[src/rtl/keypad_scanner.sv]
// 4x4 matrix keypad scanner: row strobing, per-frame key classification, press/release
// debouncing and a three-digit BCD entry register fed by the accepted keys.
module keypad_scanner #(
  parameter int unsigned SCAN_DIV = 1000,
  parameter int unsigned DEBOUNCE = 4
) (
  input  logic        clock,
  input  logic        Reset,
  input  logic [3:0]  Col,
  output logic [3:0]  Row,
  output logic [3:0]  KEY,
  output logic        VALID,
  output logic        PRESSED,
  output logic [11:0] BCD
);

  localparam logic [15:0] DIV_LAST = 16'(SCAN_DIV - 1);
  localparam logic [3:0]  DEB      = 4'(DEBOUNCE);

  typedef enum logic [1:0] {
    ST_IDLE,
    ST_CHECK,
    ST_HELD,
    ST_RELEASE
  } state_e;

  // Column synchronizer
  logic [3:0]  col_s1_q, col_s2_q;

  // Scan timing
  logic [15:0] div_q, div_d;
  logic [1:0]  row_idx_q, row_idx_d;
  logic        slot_end, frame_end;

  // Per-frame accumulation of what the columns showed
  logic        seen_q, seen_d, seen_n;
  logic        multi_q, multi_d, multi_n;
  logic [3:0]  code_q, code_d, code_n;
  logic [1:0]  col_idx;

  // Debounce FSM and registered outputs
  state_e      state_q, state_d;
  logic [3:0]  cnt_q, cnt_d;
  logic [3:0]  cand_q, cand_d;
  logic [3:0]  key_q, key_d;
  logic        valid_q, valid_d;
  logic        pressed_q, pressed_d;
  logic [11:0] bcd_q, bcd_d;
  logic        frame_none, frame_single;
  logic        accept;
  logic [3:0]  acc_code;

  always_comb begin : scan_comb
    slot_end  = (div_q == DIV_LAST);
    frame_end = slot_end && (row_idx_q == 2'd3);
    div_d     = slot_end ? 16'd0 : div_q + 16'd1;
    row_idx_d = slot_end ? row_idx_q + 2'd1 : row_idx_q;

    col_idx = 2'd0;
    for (int i = 0; i < 4; i++) begin
      if (col_s2_q[i]) col_idx = 2'(i);
    end

    // NOTE: every always_comb output gets a default first so no path can infer a latch.
    seen_n  = seen_q;
    multi_n = multi_q;
    code_n  = code_q;
    // Columns are only trusted on the last cycle of a slot, after the row drive has settled.
    if (slot_end && (col_s2_q != 4'd0)) begin
      if (seen_q || !$onehot(col_s2_q)) begin
        multi_n = 1'b1;
      end else begin
        seen_n = 1'b1;
        code_n = {row_idx_q, col_idx};
      end
    end

    seen_d  = frame_end ? 1'b0 : seen_n;
    multi_d = frame_end ? 1'b0 : multi_n;
    code_d  = frame_end ? 4'd0 : code_n;

    frame_none   = !seen_n;
    frame_single = seen_n && !multi_n;
  end

  always_comb begin : fsm_comb
    state_d   = state_q;
    cnt_d     = cnt_q;
    cand_d    = cand_q;
    key_d     = key_q;
    valid_d   = 1'b0;
    pressed_d = pressed_q;
    bcd_d     = bcd_q;
    accept    = 1'b0;
    acc_code  = cand_q;

    if (frame_end) begin
      unique case (state_q)
        ST_IDLE: begin
          // A multi-key frame is treated as empty until a key has been accepted.
          if (frame_single) begin
            cand_d = code_n;
            cnt_d  = 4'd1;
            if (DEBOUNCE == 1) begin
              accept   = 1'b1;
              acc_code = code_n;
            end else begin
              state_d = ST_CHECK;
            end
          end
        end
        ST_CHECK: begin
          if (frame_single && (code_n == cand_q)) begin
            cnt_d = cnt_q + 4'd1;
            if (cnt_q + 4'd1 == DEB) accept = 1'b1;
          end else if (frame_single) begin
            cand_d = code_n;
            cnt_d  = 4'd1;
          end else begin
            state_d = ST_IDLE;
          end
        end
        ST_HELD: begin
          if (frame_none) begin
            cnt_d = 4'd1;
            if (DEBOUNCE == 1) begin
              state_d   = ST_IDLE;
              pressed_d = 1'b0;
            end else begin
              state_d = ST_RELEASE;
            end
          end
        end
        ST_RELEASE: begin
          if (frame_none) begin
            cnt_d = cnt_q + 4'd1;
            if (cnt_q + 4'd1 == DEB) begin
              state_d   = ST_IDLE;
              pressed_d = 1'b0;
            end
          end else begin
            state_d = ST_HELD;
          end
        end
        default: state_d = ST_IDLE;
      endcase
    end

    if (accept) begin
      state_d   = ST_HELD;
      key_d     = acc_code;
      pressed_d = 1'b1;
      valid_d   = 1'b1;
      if (acc_code <= 4'd9) begin
        bcd_d = {bcd_q[7:0], acc_code};
      end else if (acc_code == 4'hB) begin
        bcd_d = {4'h0, bcd_q[11:4]};
      end else if (acc_code == 4'hC) begin
        bcd_d = 12'h000;
      end
    end
  end

  // NOTE: sequential state uses non-blocking assignments so every flop samples pre-edge values.
  always_ff @(posedge clock) begin
    if (Reset) begin
      col_s1_q  <= 4'd0;
      col_s2_q  <= 4'd0;
      div_q     <= 16'd0;
      row_idx_q <= 2'd0;
      seen_q    <= 1'b0;
      multi_q   <= 1'b0;
      code_q    <= 4'd0;
      state_q   <= ST_IDLE;
      cnt_q     <= 4'd0;
      cand_q    <= 4'd0;
      key_q     <= 4'd0;
      valid_q   <= 1'b0;
      pressed_q <= 1'b0;
      bcd_q     <= 12'h000;
    end else begin
      col_s1_q  <= Col;
      col_s2_q  <= col_s1_q;
      div_q     <= div_d;
      row_idx_q <= row_idx_d;
      seen_q    <= seen_d;
      multi_q   <= multi_d;
      code_q    <= code_d;
      state_q   <= state_d;
      cnt_q     <= cnt_d;
      cand_q    <= cand_d;
      key_q     <= key_d;
      valid_q   <= valid_d;
      pressed_q <= pressed_d;
      bcd_q     <= bcd_d;
    end
  end

  assign Row     = 4'b0001 << row_idx_q;
  assign KEY     = key_q;
  assign VALID   = valid_q;
  assign PRESSED = pressed_q;
  assign BCD     = bcd_q;

endmodule
[config.mk]
export PLATFORM = sky130hd
export DESIGN_NAME = keypad_scanner
export DESIGN_NICKNAME = d
export VERILOG_FILES = /design/src/rtl/keypad_scanner.sv
export SDC_FILE = /design/constraint.sdc
export NUM_CORES = 1
export LEC_CHECK = 0
export ABC_AREA = 1
export CAP_MARGIN = 25
export CORE_MARGIN = 1.5
export CORE_UTILIZATION = 25
export CTS_CLUSTER_SIZE = 14
export DETAILED_ROUTE_END_ITERATION = 6
export DONT_BUFFER_PORTS = 1
export GPL_ROUTABILITY_DRIVEN = 0
export PLACE_DENSITY = 0.5
export SYNTH_ARGS = -nofsm -noshare
export SYNTH_HDL_FRONTEND = slang
export SYNTH_SLANG_ARGS = --single-unit
[constraint.sdc]
create_clock -name clock -period 3.2 [get_ports clock]
set_clock_uncertainty 0.05 [all_clocks]
set_input_delay 0.96 -clock clock [delete_from_list [all_inputs] [get_ports clock]]
set_output_delay 0.96 -clock clock [all_outputs]
set_load 0.01 [all_outputs]
# Word-level counts from Yosys, hierarchy flattened
# Cells that the tools add are included.
op_classes:
  n_addsub: 6
  multipliers: 0
  n_div: 0
  n_lt_le_gt_ge: 1
  n_eq_ne: 22
  shift: 1
  n_mux: 39
  bitwise: 0
  n_reduce_logical: 23
op_table:
  columns: ["operator", "n"]
  rows:
  - ["two-way mux 12 bit", 3]
  - ["two-way mux 4 bit", 8]
  - ["two-way mux 2 bit", 10]
  - ["adder 16 x 1 -> 16 bit, second input constant", 1]
  - ["== test 16 x 10 -> 1 bit, second input constant", 1]
  - ["case mux 4 bit (4 select lines)", 1]
  - ["two-way mux 1 bit", 15]
  - ["inequality test 3 bit, second input constant", 5]
  - ["AND reduction 6 bit", 2]
  - ["inequality test 2 bit, second input constant", 5]
  - ["== test 4 bit, second input constant", 2]
  - ["case mux 2 bit (4 select lines)", 1]
  - ["case mux 4 bit (2 select lines)", 1]
  - ["nonzero test 2 bit", 4]
  - ["== test 2 bit, second input constant", 3]
  - ["AND reduction 3 bit", 2]
  - ["OR reduction 2 bit", 3]
  - ["adder 1 x 1 -> 2 bit", 2]
  - ["adder 4 x 1 -> 4 bit, second input constant", 1]
  - ["== test 4 x 3 -> 1 bit, second input constant", 1]
  - ["== test 4 bit", 1]
  - ["<= comparator 4 bit, second input constant", 1]
  - ["logical AND 1 bit", 4]
  - ["inequality test 4 bit, second input constant", 1]
  - ["other kinds (13)", 14]
totals:
  register_bits: 60
  latch_bits: 0
  mem_bits_rw: 0
  romBits: 0
  input_bits: 6
  mem_count: 0

# Logic depth before layout (Yosys ltp)
logic_depth:
  word_depth: 15
  depth_mapped: 22
  depth_no_buf: 21

# Worst setup path before layout
# OpenSTA, ideal clock, no wires.
synth_timing:
  path_kind: "register to register"
  from: "register col_s2_q[0]"
  to: "register bcd_q[1], in the netlist BCD[1]"
  arrival_ns: 2.717
  slack_ns: 0.321
  path_stages_with_launch: 21
  path_buffers: 1
  synth_period_minus_slack_ns: 2.879
  path_cell_list: "dfxtp_1 -> inv_1 -> fa_1 -> inv_1 -> ha_1 -> ha_1 -> nor2_2 -> nand3_1 -> nand2_1 -> o21ai_1 -> nand3_1 -> nand2_1 -> nand2_1 -> nand2_1 -> nor2_2 -> nand2_1 -> clkinv_2 -> nand3_4 -> buf_6 -> nor2_1 -> nor2_1"
synth_via:
  elab_chain_cells: 14
synth_rtl:
  columns: ["item", "line", "source"]
  rows:
  - ["from (decl)", "28", "logic [3:0] col_s1_q, col_s2_q;"]
  - ["from (signal assigned)", "183", "col_s2_q <= col_s1_q;"]
  - ["parallel branches: the longest is 9 deep, another holds adder 2 x 2 -> 3 bit", null, null]
  - ["logical AND 1 bit *", "113", "if (frame_single && (code_n == cand_q)) begin"]
  - ["two-way mux 1 bit *", "113", null]
  - ["two-way mux 1 bit *", "98", "unique case (state_q)"]
  - ["two-way mux 1 bit *", "97", "if (frame_end) begin"]
  - ["AND reduction 2 bit (no source line) *", null, null]
  - ["to (signal assigned)", "180", "bcd_q <= 12'h000;"]
  - ["to (signal assigned)", "195", "bcd_q <= bcd_d;"]
  - ["to (decl)", "48", "logic [11:0] bcd_q, bcd_d;"]
# Mark *: on every way between the ends.
# A chain may end at the register's enable or synchronous reset.

# Worst setup path in the final report
# Same ends and word-level chain as after synthesis.

==> metrics.json <==
{
  "yosys": {
    "mappedNetlistNets": 506,
    "post_synthesis_cell_area_um2": 3270,
    "number_of_enable_type_register_cells_in_the_synthesized_netlist": 0,
    "synthDistinctLibCells": 37,
    "postSynth.asyncResetShare_pct": 0,
    "synth-warning-count": 0,
    "synthFlopType": "dfxtp_1",
    "syn_avg_cell_area_um2": 6.68,
    "synth_largest_area_cell": "dfxtp_1",
    "synth_area_leaders": "dfxtp_1, nand2_1, inv_1",
    "synth_top_area_share_pct": 36.8,
    "synth_sequential_area_ratio_pct": 36.8,
    "ys_seq_elements": 60,
    "synth_cells": 489
  },
  "timing": {
    "clock.fmax_ghz": 0.343,
    "finalCritPeriodShare_pct": 91.0,
    "hold_viol_final": 0,
    "final-setup-viol-count": 0,
    "timing.final.max_slew_violations": 0,
    "period_needed_ns": 2.91,
    "slew_headroom_pct": 50.4,
    "setup_total_negative_slack_ns": 0,
    "worstMarginPinSlew_ns": 0.738,
    "final.setup.worst_slack_ns": 0.289
  },
  "global_routing": {
    "grt_overflow": 0,
    "antenna_found_initial": 0,
    "use_met1_pct": 16.0,
    "grt_usage_pct": 12.0,
    "globalRouteMet3Util_pct": 3.89,
    "grt_first_pass_wirelength_um": 13300,
    "grt_use_met2_pct": 17.6,
    "globalRoute.busiestLayer": "met2",
    "via_count_of_the_first_global_routing_pass": 2749,
    "grt_max_degree": 29
  },
  "placement": {
    "place.detailed.hpwl_um": 5690,
    "numPortBuffers": 0,
    "post_dp_cell_area_um2": 3470,
    "preCtsSetupSlack_ns": -0.0391
  },
  "clocking": {
    "cts.reportedPaths.clkPinSlew_ns": 0.05,
    "clk-insertion-delay-late_ns": 0.34,
    "h_tree_depth": 3,
    "cts_root_buf": "clkbuf_16",
    "clock_path_buffers": 2,
    "cts_buffers": 9,
    "numClockSinks": 60,
    "tritoncts": "built"
  },
  "hold_path": {
    "worstHoldStart": "col_s1_q[1]",
    "holdPathStages": 2,
    "hold_path.class": "flip-flop to flip-flop",
    "min_delay_worst_endpoint": "col_s2_q[1]"
  },
  "status": {
    "outcome": "finished, final reports clean"
  },
  "routing": {
    "wl_per_cell_um": 11.5,
    "drt-total-wl_um": 7790,
    "initialDrtViolationCount": 182,
    "vias": 2952,
    "drc_viols": 0,
    "antenna_left": 0,
    "detailedRoute.firstPassIterationCount": 5,
    "via_per_inst": 4.37
  },
  "floorplan": {
    "fp.dieH_um": 117,
    "initial_core_util_pct": 25.8,
    "num_io_pins": 28,
    "floorplan.die_area_um2": 13800,
    "chipWidth_um": 117,
    "rows": 41,
    "coreArea_um2": 12700
  },
  "power": {
    "power.combinational.fraction_pct": 3.6,
    "power_switching_w": 0.000402,
    "peakVddDrop_mv": 0.214,
    "power.sequential.fraction_pct": 40.4,
    "p_int_w": 0.00148,
    "switching_share_pct": 21.4,
    "power.clock.fraction_pct": 55.9,
    "leakage_nw": 1.58,
    "total_power_w": 0.00188,
    "power_per_cell_area_nw_per_um2": 483
  },
  "cells_and_area": {
    "layout.cells.most_common_list": "inv_1, nand2_1, nor2_1, dfxtp_1, nand3_1",
    "final.fill_count": 1391,
    "flow.area_growth_from_synthesis_pct": 19.0,
    "final_design_area_no_fill_um2": 3890,
    "insertedDiodeCount": 0,
    "layout-drive-gt1-share_pct": 12.3,
    "fin_nets": 515
  },
  "worst_setup_path": {
    "critical_path_endpoint_category": "flip-flop",
    "cp.arrival_ns": 3.10,
    "timing.reg2reg.setup_slack_ns": 0.29,
    "worst_r2r_endpoint": "BCD[1]",
    "critical_path.reg2reg.startpoint": "col_s2_q[0]",
    "cp_data_required_time_ns": 3.39,
    "worstSetupPathType": "flip-flop to flip-flop",
    "ff2ff_path_depth": 19,
    "start_kind": "flip-flop",
    "cp_max_fo": 7
  },
  "flow_run": {
    "maxCapViolCount": 0
  }
}
## cell families (layout without fill, tap and decap cells)
kind of cell               count (synthesis)  in the layout  synth area share (%)
adders and majority gates                 11             11                  4.44
xor gates and xnor gates                   4              4                  1.07
and+or+nand+nor                          254            255                  35.8
buffers and inverters                    105            118                  12.5
AOI/OAI and AO/OA                         55             55                  9.46
DFF                                       60             60                  36.8
## per-stage QoR
step / cells / hold slack (ns) / utilization [%]
detailed placement: 656 / 0.350 / 27.4
CTS: 673 / 0.357 / 30.0
global route: 675 / 0.377 / 30.7
floorplan: 489 / 0.338 / -
finish: 675 / 0.355 / 30.7
global placement: 656 / 0.354 / 27.4
## synth_stat cells (all sizes together) (2+ instances only)
cell	number
o21bai	2
nor3	6
nor4	3
inv	93
clkinv	3
clkbuf	5
a21oi	22
dfxtp	60
xor2	3
o21ai	20
o22ai	8
nand4	19
nand2	107
ha	10
nand3	37
or2	3
nor2	77
buf	4
## layer usage
metal  wire length, um  vias to the layer above
met2              3340                       50
met1              3900                     1330
met4               154                        0
met5                 0                        -
met3               395                       12
li1                  -                     1560
## worst max-delay path, cell delays in order, from the launching register on
cell and delay [ns]:
dfxtp_1 0.30, inv_1 0.06, fa_1 0.53, inv_1 0.04
ha_1 0.20, ha_4 0.23, nor2_4 0.13, nand3_4 0.11
nand2_1 0.07, nand2_1 0.04, nand3_1 0.09, nand2_2 0.08
nand2_1 0.08, nand3_2 0.09, nor2_4 0.15, nand2_2 0.09
clkinv_4 0.10, nand3_4 0.13, nor2_1 0.16, nor2_1 0.06
## power groups by stage
stage                     Combinational (W)  Clock (W)  Sequential, W
after global placement            0.0000628          0       0.000775
after global routing              0.0000823    0.00111       0.000760
after CTS                         0.0000645    0.00108       0.000760
after floorplan                   0.0000524          0       0.000774
after detailed placement          0.0000638          0       0.000776
final                             0.0000685    0.00105       0.000760
## worst max-delay path by stage
stage / from / end / slack, ns / depth (start not counted)
after floorplan: col_s2_q[0] / BCD[1] / 0.32 / 20
after global placement: col_s2_q[0] / KEY[3] / 0.05 / 18
after detailed placement: col_s2_q[0] / BCD[1] / -0.04 / 19
after CTS: col_s2_q[0] / KEY[2] / -0.005 / 18
after global routing: col_s2_q[0] / BCD[0] / -0.02 / 20
final: col_s2_q[0] / BCD[1] / 0.29 / 19
## timing repair
| action | 4_1_cts | 5_1_grt |
|---|---|---|
| hold buffers | 0 | 0 |
| cloned | 1 | 0 |
| setup endpoints to repair | 16 | 28 |
| setup buffers | 0 | 2 |
| pin swaps | 0 | 4 |
| gates resized for setup | 1 | 16 |
## registers in the layout (all words and copies together) (netlist names)
name	flops
PRESSED	1
seen_q	1
col_s1_q	4
col_s2_q	4
multi_q	1
BCD	12
KEY	4
state_q	2
div_q	16
VALID	1
acc_code	4
row_idx_q	2
cnt_q	4
code_q	4
## cell type report
class                      instances  area [um^2]  area share [%]
timing repair buffer               6         48.8            1.25
sequential                        60         1200            30.9
tap                              172          215            5.53
clock inverter                     5         75.1            1.93
multi-input combinational        325         1740            44.7
inverter                          96          367            9.43
clock buffer                      11          243            6.24
Power figures use the tool's default switching activity.
